===== config.mk =====
export PLATFORM = sky130hd
export DESIGN_NAME = qspi_rom_fetch_ctrl_flat
export DESIGN_NICKNAME = d
export VERILOG_FILES = /design/src/rtl/qspi_rom_fetch_ctrl_if.sv /design/src/rtl/qspi_rom_fetch_ctrl.sv /design/src/flat_wrapper.sv
export SDC_FILE = /design/constraint.sdc
export NUM_CORES = 1
export LEC_CHECK = 0
export ABC_AREA = 1
export CORE_ASPECT_RATIO = 2
export CORE_MARGIN = 2
export CORE_UTILIZATION = 55
export DETAILED_ROUTE_END_ITERATION = 7
export GPL_ROUTABILITY_DRIVEN = 0
export PLACE_DENSITY_LB_ADDON = 0.1
export SYNTH_ARGS = -nofsm -noshare
export SYNTH_HDL_FRONTEND = slang
export SYNTH_SLANG_ARGS = --single-unit

===== constraint.sdc =====
create_clock -name clk -period 1.99 [get_ports clk]
set_input_delay 0.398 -clock clk [delete_from_list [all_inputs] [get_ports clk]]
set_output_delay 0.398 -clock clk [all_outputs]
set_load 0.02 [all_outputs]

===== src/rtl/qspi_rom_fetch_ctrl_if.sv =====
// CPU-side request bus and shared QSPI pin group for the cartridge ROM fetch controller.
interface qspi_rom_fetch_ctrl_if;
    logic        req;
    logic [11:0] addr;
    logic        flush;
    logic        ready;
    logic [7:0]  data;
    logic        stall;
    logic        spi_clk;
    logic        spi_select;
    logic [3:0]  spi_out;
    logic [3:0]  spi_oe;
    logic [3:0]  spi_in;

    modport master (
        output req, addr, flush, spi_in,
        input  ready, data, stall, spi_clk, spi_select, spi_out, spi_oe
    );

    modport slave (
        input  req, addr, flush, spi_in,
        output ready, data, stall, spi_clk, spi_select, spi_out, spi_oe
    );
endinterface


===== src/rtl/qspi_rom_fetch_ctrl.sv =====
// Single-byte QSPI flash read sequencer for 6502 cartridge ROM space with a one-entry byte cache.
// Every pin output is registered; stall is the only combinational output.
module qspi_rom_fetch_ctrl #(
    parameter logic [23:0] BASE_ADDR    = 24'h000000,
    parameter logic [7:0]  READ_CMD     = 8'hEB,
    parameter int unsigned DUMMY_CYCLES = 2
) (
    input  logic                   clk,
    input  logic                   rst_n,
    qspi_rom_fetch_ctrl_if.slave   bus
);

    localparam int unsigned NIB_TOTAL = 10 + DUMMY_CYCLES;
    localparam logic [4:0]  K_DATA    = 5'(8 + DUMMY_CYCLES);
    localparam logic [4:0]  K_LAST    = 5'(NIB_TOTAL - 1);

    typedef enum logic [2:0] {
        S_IDLE, S_CMD, S_ADDR, S_DUMMY, S_DATA, S_DONE
    } state_t;

    state_t      r_state, w_state;
    logic [4:0]  r_k, w_k;
    logic        r_ph, w_ph;
    logic        r_sel, w_sel;
    logic        r_sclk, w_sclk;
    logic [3:0]  r_out, w_out;
    logic [3:0]  r_oe, w_oe;
    logic        r_ready, w_ready;
    logic [7:0]  r_data, w_data;
    logic [3:0]  r_hi, w_hi;
    logic [23:0] r_faddr, w_faddr;
    logic [11:0] r_lat_tag, w_lat_tag;
    logic [11:0] r_tag, w_tag;
    logic [7:0]  r_cache, w_cache;
    logic        r_valid, w_valid;
    logic        r_flush_seen, w_flush_seen;
    logic        w_hit;

    // Global nibble index k selects the phase: 0-1 command, 2-7 address, then dummy, then data.
    function automatic state_t state_of(input logic [4:0] k);
        if (k < 5'd2)
            return S_CMD;
        else if (k < 5'd8)
            return S_ADDR;
        else if (k < K_DATA)
            return S_DUMMY;
        return S_DATA;
    endfunction

    function automatic logic [3:0] nib_of(input logic [4:0] k, input logic [23:0] fa);
        logic [2:0] j;
        j = 3'd7 - k[2:0];
        if (k == 5'd0)
            return READ_CMD[7:4];
        else if (k == 5'd1)
            return READ_CMD[3:0];
        return fa[{j, 2'b00} +: 4];
    endfunction

    assign w_hit = r_valid & ~bus.flush & (r_tag == bus.addr);

    always_comb begin
        w_state      = r_state;
        w_k          = r_k;
        w_ph         = r_ph;
        w_sel        = r_sel;
        w_sclk       = r_sclk;
        w_out        = r_out;
        w_oe         = r_oe;
        w_ready      = 1'b0;
        w_data       = r_data;
        w_hi         = r_hi;
        w_faddr      = r_faddr;
        w_lat_tag    = r_lat_tag;
        w_tag        = r_tag;
        w_cache      = r_cache;
        w_valid      = r_valid;
        w_flush_seen = r_flush_seen;

        if (bus.flush) begin
            w_valid      = 1'b0;
            w_flush_seen = 1'b1;
        end

        case (r_state)
            S_IDLE: begin
                w_sel  = 1'b1;
                w_sclk = 1'b0;
                w_out  = '0;
                w_oe   = '0;
                if (bus.req) begin
                    if (w_hit) begin
                        w_state = S_DONE;
                        w_ready = 1'b1;
                        w_data  = r_cache;
                    end else begin
                        w_state      = S_CMD;
                        w_faddr      = BASE_ADDR + {12'h000, bus.addr};
                        w_lat_tag    = bus.addr;
                        w_k          = '0;
                        w_ph         = 1'b0;
                        w_sel        = 1'b0;
                        w_oe         = '1;
                        w_out        = READ_CMD[7:4];
                        w_flush_seen = bus.flush;
                    end
                end
            end
            S_CMD, S_ADDR, S_DUMMY, S_DATA: begin
                if (!r_ph) begin
                    w_ph   = 1'b1;
                    w_sclk = 1'b1;
                end else begin
                    w_ph   = 1'b0;
                    w_sclk = 1'b0;
                    if (r_k == K_DATA)
                        w_hi = bus.spi_in;
                    if (r_k == K_LAST) begin
                        w_state = S_DONE;
                        w_sel   = 1'b1;
                        w_oe    = '0;
                        w_out   = '0;
                        w_ready = 1'b1;
                        w_data  = {r_hi, bus.spi_in};
                        // A flush anywhere in the fetch, including this edge, keeps the byte uncached.
                        if (!r_flush_seen && !bus.flush) begin
                            w_valid = 1'b1;
                            w_tag   = r_lat_tag;
                            w_cache = {r_hi, bus.spi_in};
                        end
                    end else begin
                        w_k     = r_k + 5'd1;
                        w_state = state_of(w_k);
                        if (w_k < 5'd8) begin
                            w_oe  = '1;
                            w_out = nib_of(w_k, r_faddr);
                        end else begin
                            w_oe  = '0;
                            w_out = '0;
                        end
                    end
                end
            end
            S_DONE: begin
                w_state = S_IDLE;
            end
            default: begin
                w_state = S_IDLE;
            end
        endcase
    end

    always_ff @(posedge clk or negedge rst_n) begin
        if (!rst_n) begin
            r_state      <= S_IDLE;
            r_k          <= '0;
            r_ph         <= 1'b0;
            r_sel        <= 1'b1;
            r_sclk       <= 1'b0;
            r_out        <= '0;
            r_oe         <= '0;
            r_ready      <= 1'b0;
            r_data       <= '0;
            r_hi         <= '0;
            r_faddr      <= '0;
            r_lat_tag    <= '0;
            r_tag        <= '0;
            r_cache      <= '0;
            r_valid      <= 1'b0;
            r_flush_seen <= 1'b0;
        end else begin
            r_state      <= w_state;
            r_k          <= w_k;
            r_ph         <= w_ph;
            r_sel        <= w_sel;
            r_sclk       <= w_sclk;
            r_out        <= w_out;
            r_oe         <= w_oe;
            r_ready      <= w_ready;
            r_data       <= w_data;
            r_hi         <= w_hi;
            r_faddr      <= w_faddr;
            r_lat_tag    <= w_lat_tag;
            r_tag        <= w_tag;
            r_cache      <= w_cache;
            r_valid      <= w_valid;
            r_flush_seen <= w_flush_seen;
        end
    end

    assign bus.stall      = (bus.req & ~w_hit & (r_state == S_IDLE)) |
                            (r_state == S_CMD) | (r_state == S_ADDR) |
                            (r_state == S_DUMMY) | (r_state == S_DATA);
    assign bus.ready      = r_ready;
    assign bus.data       = r_data;
    assign bus.spi_clk    = r_sclk;
    assign bus.spi_select = r_sel;
    assign bus.spi_out    = r_out;
    assign bus.spi_oe     = r_oe;

endmodule


===== src/flat_wrapper.sv =====
// flat-port wrapper written by rule: the top's interface ports become plain ports
module qspi_rom_fetch_ctrl_flat 
#(
    parameter logic [23:0] BASE_ADDR    = 24'h000000,
    parameter logic [7:0]  READ_CMD     = 8'hEB,
    parameter int unsigned DUMMY_CYCLES = 2
)
  (clk, rst_n, bus_req, bus_addr, bus_flush, bus_spi_in, bus_ready, bus_data, bus_stall, bus_spi_clk, bus_spi_select, bus_spi_out, bus_spi_oe);
  qspi_rom_fetch_ctrl_if bus_i ();
  input  logic clk;
  input  logic rst_n;
  input wire logic [$bits(bus_i.req)-1:0] bus_req;
  input wire logic [$bits(bus_i.addr)-1:0] bus_addr;
  input wire logic [$bits(bus_i.flush)-1:0] bus_flush;
  input wire logic [$bits(bus_i.spi_in)-1:0] bus_spi_in;
  output wire logic [$bits(bus_i.ready)-1:0] bus_ready;
  output wire logic [$bits(bus_i.data)-1:0] bus_data;
  output wire logic [$bits(bus_i.stall)-1:0] bus_stall;
  output wire logic [$bits(bus_i.spi_clk)-1:0] bus_spi_clk;
  output wire logic [$bits(bus_i.spi_select)-1:0] bus_spi_select;
  output wire logic [$bits(bus_i.spi_out)-1:0] bus_spi_out;
  output wire logic [$bits(bus_i.spi_oe)-1:0] bus_spi_oe;
  assign bus_i.req = bus_req;
  assign bus_i.addr = bus_addr;
  assign bus_i.flush = bus_flush;
  assign bus_i.spi_in = bus_spi_in;
  assign bus_ready = bus_i.ready;
  assign bus_data = bus_i.data;
  assign bus_stall = bus_i.stall;
  assign bus_spi_clk = bus_i.spi_clk;
  assign bus_spi_select = bus_i.spi_select;
  assign bus_spi_out = bus_i.spi_out;
  assign bus_spi_oe = bus_i.spi_oe;
  qspi_rom_fetch_ctrl #(.BASE_ADDR(BASE_ADDR), .READ_CMD(READ_CMD), .DUMMY_CYCLES(DUMMY_CYCLES)) u_core (.clk(clk), .rst_n(rst_n), .bus(bus_i));
endmodule

Yosys cells after proc, flatten, opt, wreduce, memory -nomap -nowiden. Index checks and enable logic that the tools add are counted.

Bits in registers: 66. Bits of input ports: 20. Output and inout bits: 20. Logic and storage cells: 130.

Add/subtract/negate cells: 2. $lt $le $gt $ge: 3. Equal/unequal tests: 14. Shift operators: 1. Mux-type cells: 69. Bitwise logic cells: 10. Reductions and logical operators: 16.

Operators with widths (number): 2-to-1 mux 4 bit (13); 2-to-1 mux 8 bit (4); 2-to-1 mux 1 bit (31); 2-to-1 mux 3 bit (8); variable part select 24 x 6 -> 4 bit (1); 2-to-1 mux 5 bit (4); one-hot mux 4 bit (2 select lines) (2); one-hot mux 8 bit (2 select lines) (1); equality test 12 bit (1); AND reduction 3 bit (4); equality test 5 x 4 -> 1 bit, second input constant (2); less-than comparator 5 x 4 -> 1 bit, second input constant (2); one-hot mux 5 bit (2 select lines) (1); AND reduction 5 bit (2); one-hot mux 1 bit (2 select lines) (4); equality test 3 x 2 -> 1 bit, second input constant (2); inequality test 2 x 1 -> 1 bit, second input constant (3); inequality test 2 bit, second input constant (3); one-hot mux 3 bit (2 select lines) (1); adder 5 x 1 -> 5 bit, second input constant (1); equality test 5 x 1 -> 1 bit, second input constant (1); logical NOT 5 bit (1); less-than comparator 5 x 2 -> 1 bit, second input constant (1); bitwise AND 1 bit (4); 12 further kinds (18).

Logic depth before layout (Yosys ltp).
Depth after elaboration: 13. Gate-level depth with buffers: 12. Gate-level depth less buffers: 11.

Worst setup path before layout. No wires, ideal clock.

Path type: input -> output. Start: input bus_addr[1]. End: output bus_stall. Data arrival time: 1258 ps. Required time: 1592 ps. Slack: 334 ps. Stages on the path: 11. Buffers on the path: 0. Path through: inv_1 nand2_1 nand2_1 nor2_1 nand2_1 nor2_1 nand2_1 nand3_2 inv_2 nor2_1 inv_1.

Cells in the longest elaborated chain, start to end: 9.

RTL lines: start: declaration (RTL line flat_wrapper.sv:13) `input wire logic [$bits(bus_i.addr)-1:0] bus_addr;`; equality test 12 bit (RTL line qspi_rom_fetch_ctrl.sv:60) `assign w_hit = r_valid & ~bus.flush & (r_tag == bus.addr);`; bitwise AND 1 bit (RTL line qspi_rom_fetch_ctrl.sv:60); inverter 1 bit (no source line); bitwise AND 1 bit (2 in a row) (RTL line qspi_rom_fetch_ctrl.sv:191) `assign bus.stall = (bus.req & ~w_hit & (r_state == S_IDLE)) |`; bitwise OR 1 bit (RTL line qspi_rom_fetch_ctrl.sv:191); bitwise OR 1 bit (2 in a row) (RTL line qspi_rom_fetch_ctrl.sv:192) `(r_state == S_CMD) | (r_state == S_ADDR) |`; bitwise OR 1 bit (RTL line qspi_rom_fetch_ctrl.sv:193) `(r_state == S_DUMMY) | (r_state == S_DATA);`; end: declaration (RTL line flat_wrapper.sv:18) `output wire logic [$bits(bus_i.stall)-1:0] bus_stall;`.

Every way passes these cells.

Worst setup path after layout.
Start: register u_core.r_tag[1]. End: output bus_stall.

Cells in the longest elaborated chain, start to end: 9.

RTL lines: start: declaration (RTL line qspi_rom_fetch_ctrl.sv:33) `logic [11:0] r_tag, w_tag;`; start signal: assignment (RTL line qspi_rom_fetch_ctrl.sv:184) `r_tag <= w_tag;`; equality test 12 bit (RTL line qspi_rom_fetch_ctrl.sv:60); bitwise AND 1 bit (RTL line qspi_rom_fetch_ctrl.sv:60); inverter 1 bit (no source line); bitwise AND 1 bit (2 in a row) (RTL line qspi_rom_fetch_ctrl.sv:191); bitwise OR 1 bit (RTL line qspi_rom_fetch_ctrl.sv:191); bitwise OR 1 bit (2 in a row) (RTL line qspi_rom_fetch_ctrl.sv:192); bitwise OR 1 bit (RTL line qspi_rom_fetch_ctrl.sv:193).

Every way passes these cells.

==> summary.txt <==
Outcome
  • Status: finished, violations left
  • Failing checks: setup timing

Drt
  • M1 WL: 2780 µm
  • Met3 wire length: 268 µm
  • Pre-Repair DR Iteration Count: 5
  • Via count: 2,884
  • Antenna Nets Post-Route: 0
  • DR vias/cell: 5.15
  • Met2 routed WL: ~3900 µm
  • Initial DRC Count: 132
  • Residual DRC: 0
  • Routed len/inst: 13.1 µm
  • Top Metal Used: met4
  • Post-Route WL: about 7300 µm

Finish
  • P&R area growth vs syn: 29.2%
  • Fillers: between 400 and 500
  • Nets: ~520
  • Reg area: ~1600 µm²
  • ANT cells: 0
  • Proportion of layout cells with a drive suffix above 1: 16.8%
  • Area of the multi-input gates: ~1400 µm²

Setup path
  • Worst path arrival time: ~1.7 ns
  • Critical path peak fanout: 3
  • Worst Setup Start Kind: flip-flop
  • Critical-path top delay cell: dfrtp_1
  • Critical path required time: 1.59 ns
  • CP peak stage delay: 0.38 ns
  • Crit path kind: flip-flop to output pin
  • Ordered cell list for the critical path: inv_1 -> nand2_1 -> nand2_1 -> nor2_2 -> nand2_1 -> nor2_2 -> nand2_2 -> nand3_2 -> inv_2 -> nor2_2 -> inv_1 -> buf_6
  • Crit end category: output pin

Global routing
  • Total GRT Usage: 25.8%
  • Grt total ovfl: 0
  • First-pass GRT wire length: ~13,000 µm
  • Pin count of the biggest net entering global routing: 64
  • Vias in the first global route: 2,858
  • Initial antenna violation count: 0

Power
  • Total Power: 6.29 mW
  • P per Cell Area: ~1500 nW/µm²
  • VDD IR max: roughly 1.4 mV
  • Leakage: 2.16 nW

Yosys
  • Share of the synthesized area in the top cell type: 48.3%
  • Post-synth top cells: nand2_1, dfrtp_1, inv_1
  • Synthesized instance count: about 430
  • Portion of netlist area occupied by mux cells: 0%
  • Sequential share of the synthesized area: ~49%
  • Dominant synthesized flop cell: dfrtp_1
  • EDFF count, synth: 0
  • Combinational family with the most area after synthesis: simple AND/OR/NAND/NOR gates
  • Yosys warning count: 0
  • Post-synthesis async set-or-reset flop share: 100%
  • Syn nets: 448
  • Synth area leader: dfrtp_1
  • Most frequent cell after synthesis: nand2_1
  • Syn Area/Cell: 7.56 µm²
  • Synth Area in Simple Gates: 31.0%
  • Mapped cell area: 3210 µm²
  • Complex-gate fraction of the synthesized area: 8.41%
  • Adder-Cell Fraction of Synth Area: between 1 and 1.5%
  • Synth area leaders: dfrtp_1, nand2_1, inv_1
  • Post-synth cell types: 29
  • Flops & latches, synth: between 60 and 70
  • Synth Area in XOR/XNOR: 1.36%

Timing
  • Setup_tns: -0.0594 ns
  • Final worst slack: -0.0594 ns
  • Worst Tran Pin Value: 0.342 ns
  • Pins Over Slew Limit: 0
  • Final Critical Period: 2.05 ns
  • Slew headroom: 77.2%
  • Fmax: about 500 MHz
  • Endpoints failing setup: 1
  • Final Hold Fails: 0
  • Setup Skew: 0.00384 ns
  • Min Hold Slack: 0.0677 ns
  • Unrepaired setup endpoints after global routing: yes
  • Final period utilization: 103%

Hold path
  • Hold WC Path Type: input pin to async pin

Floorplanning
  • Row cnt: 39
  • Io pins: 40
  • Die area: 6510 µm²
  • Die W: approximately 58 µm
  • Die Y: 112 µm
  • Initial core utilization: between 50% and 60%
  • Core ar.: 5660 µm²

Clocking
  • Clk_lat worst skew: 0.33 ns
  • Clock root buffer: clkbuf_16
  • Clock Pin Slew Worst Setup and Hold Paths: 0.05 ns
  • Inserted Clock Buffers: 9
  • TritonCTS clock tree: built
  • CTS max path bufs: 2
  • # H-tree levels: 3
  • Clock Sink Count: 63

Run
  • Maxcap violations: 0

Placed design
  • Post-DP HPWL: 5180 µm
  • Port bufs: 39
## kinds of logic (layout without fill, tap and decap cells)
kind of cell             Yosys count  after routing
AO/OA/AOI/OAI                     53             53
AND/OR/NAND/NOR                  231            231
flip-flops                        63             63
buffers and inverters             70            144
XOR/XNOR                           5              5
adder cells (fa/ha/maj)            3              3
## placed cells by master (no fill, tap or decap), drive strengths merged
| cell type | n |
|---|---|
| a21oi | 4 |
| clkinv | 2 |
| nor2 | 31 |
| ha | 3 |
| dfstp | 1 |
| nand4 | 2 |
| xnor2 | 4 |
| or2 | 1 |
| dfrtp | 62 |
| buf | 35 |
| nand3 | 30 |
| o211ai | 1 |
| clkbuf | 12 |
| dlygate4sd2 | 12 |
| nor3 | 3 |
| nand2 | 164 |
| dlymetal6s2s | 1 |
| o21ai | 47 |
| inv | 58 |
| xor2 | 1 |
| clkdlybuf4s50 | 24 |
| o21a | 1 |
## critical path: cells and delay by family, from the launching register on
| kind | cells | cell delay (ns) |
|---|---|---|
| buffers and inverters | 4 | 0.26 |
| flip-flops | 1 | 0.38 |
| AND/OR/NAND/NOR | 8 | 0.67 |
## path summary, 6_finish.rpt
kind	start	end	slack [ns]	depth (start not counted)
worst min register to register	u_core.bus.data[6]$_DFFE_PN0P_	u_core.bus.data[6]$_DFFE_PN0P_	0.46	2
min in group clk	bus_addr[2]	u_core.r_lat_tag[2]$_DFFE_PN0P_	0.36	3
worst max-delay path	u_core.r_tag[1]$_DFFE_PN0P_	bus_stall	-0.06	12
max in group asynchronous	rst_n	u_core.bus.spi_select$_DFFE_PN1P_	1.59	2
worst max register to register	u_core.r_tag[1]$_DFFE_PN0P_	u_core.r_state[2]$_DFFE_PN0N_	0.14	16
worst min-delay path	rst_n	u_core.bus.data[6]$_DFFE_PN0P_	0.07	2
## layout make-up
type / count / area share, %
Tap cell: 61 / 1.84
Clock inverter: 2 / 0.241
Multi-Input combinational cell: 292 / 33.6
Sequential cell: 63 / 38.0
Clock buffer: 12 / 5.70
Timing Repair Buffer: 72 / 15.3
Inverter: 58 / 5.31
## layer usage
metal  track usage [%]  up-vias
met3              6.22       25
li1                  -     1458
met2              43.7       77
met1              27.9     1324
met5                 0        -
met4              15.7        0
## sequential cells by signal (all words and copies together), names as in the netlist
signal                 flops
u_core.r_flush_seen        1
u_core.bus.spi_select      1
u_core.bus.ready           1
u_core.r_ph                1
u_core.r_state             3
u_core.bus.data            8
u_core.r_k                 5
u_core.r_hi                4
u_core.r_valid             1
u_core.r_tag              12
u_core.r_cache             8
u_core.r_lat_tag          12
u_core.bus.spi_out         4
u_core.bus.spi_clk         1
u_core.bus.spi_oe          1
## stage by stage
step	worst slack, ns	instances	utilization [%]	area [µm²]
CTS	-0.100	559	72.9	4130
global route	-0.215	560	73.3	4150
finish	-0.0594	560	73.3	4150
global placement	-0.660	532	66.5	3760
floorplan	0.334	425	-	3210
detailed placement	-0.703	532	66.5	3760
## where the power goes
part	total, mW	internal [mW]	switching, mW
Clock	1.32	0.822	0.502
Combinational	3.07	1.16	1.91
Sequential	1.90	1.67	0.223
Total	6.29	3.65	2.64
## repair_timing
item                                   4_1_cts  5_1_grt
hold buffers                                 0        0
gates cloned                                 0        0
buffers inserted                            13        2
gates resized for setup                     27        5
endpoints found under the hold margin        0        0
pin swaps                                   11        7
setup endpoints to repair                    1        7
(Power assumes the default switching activity.)
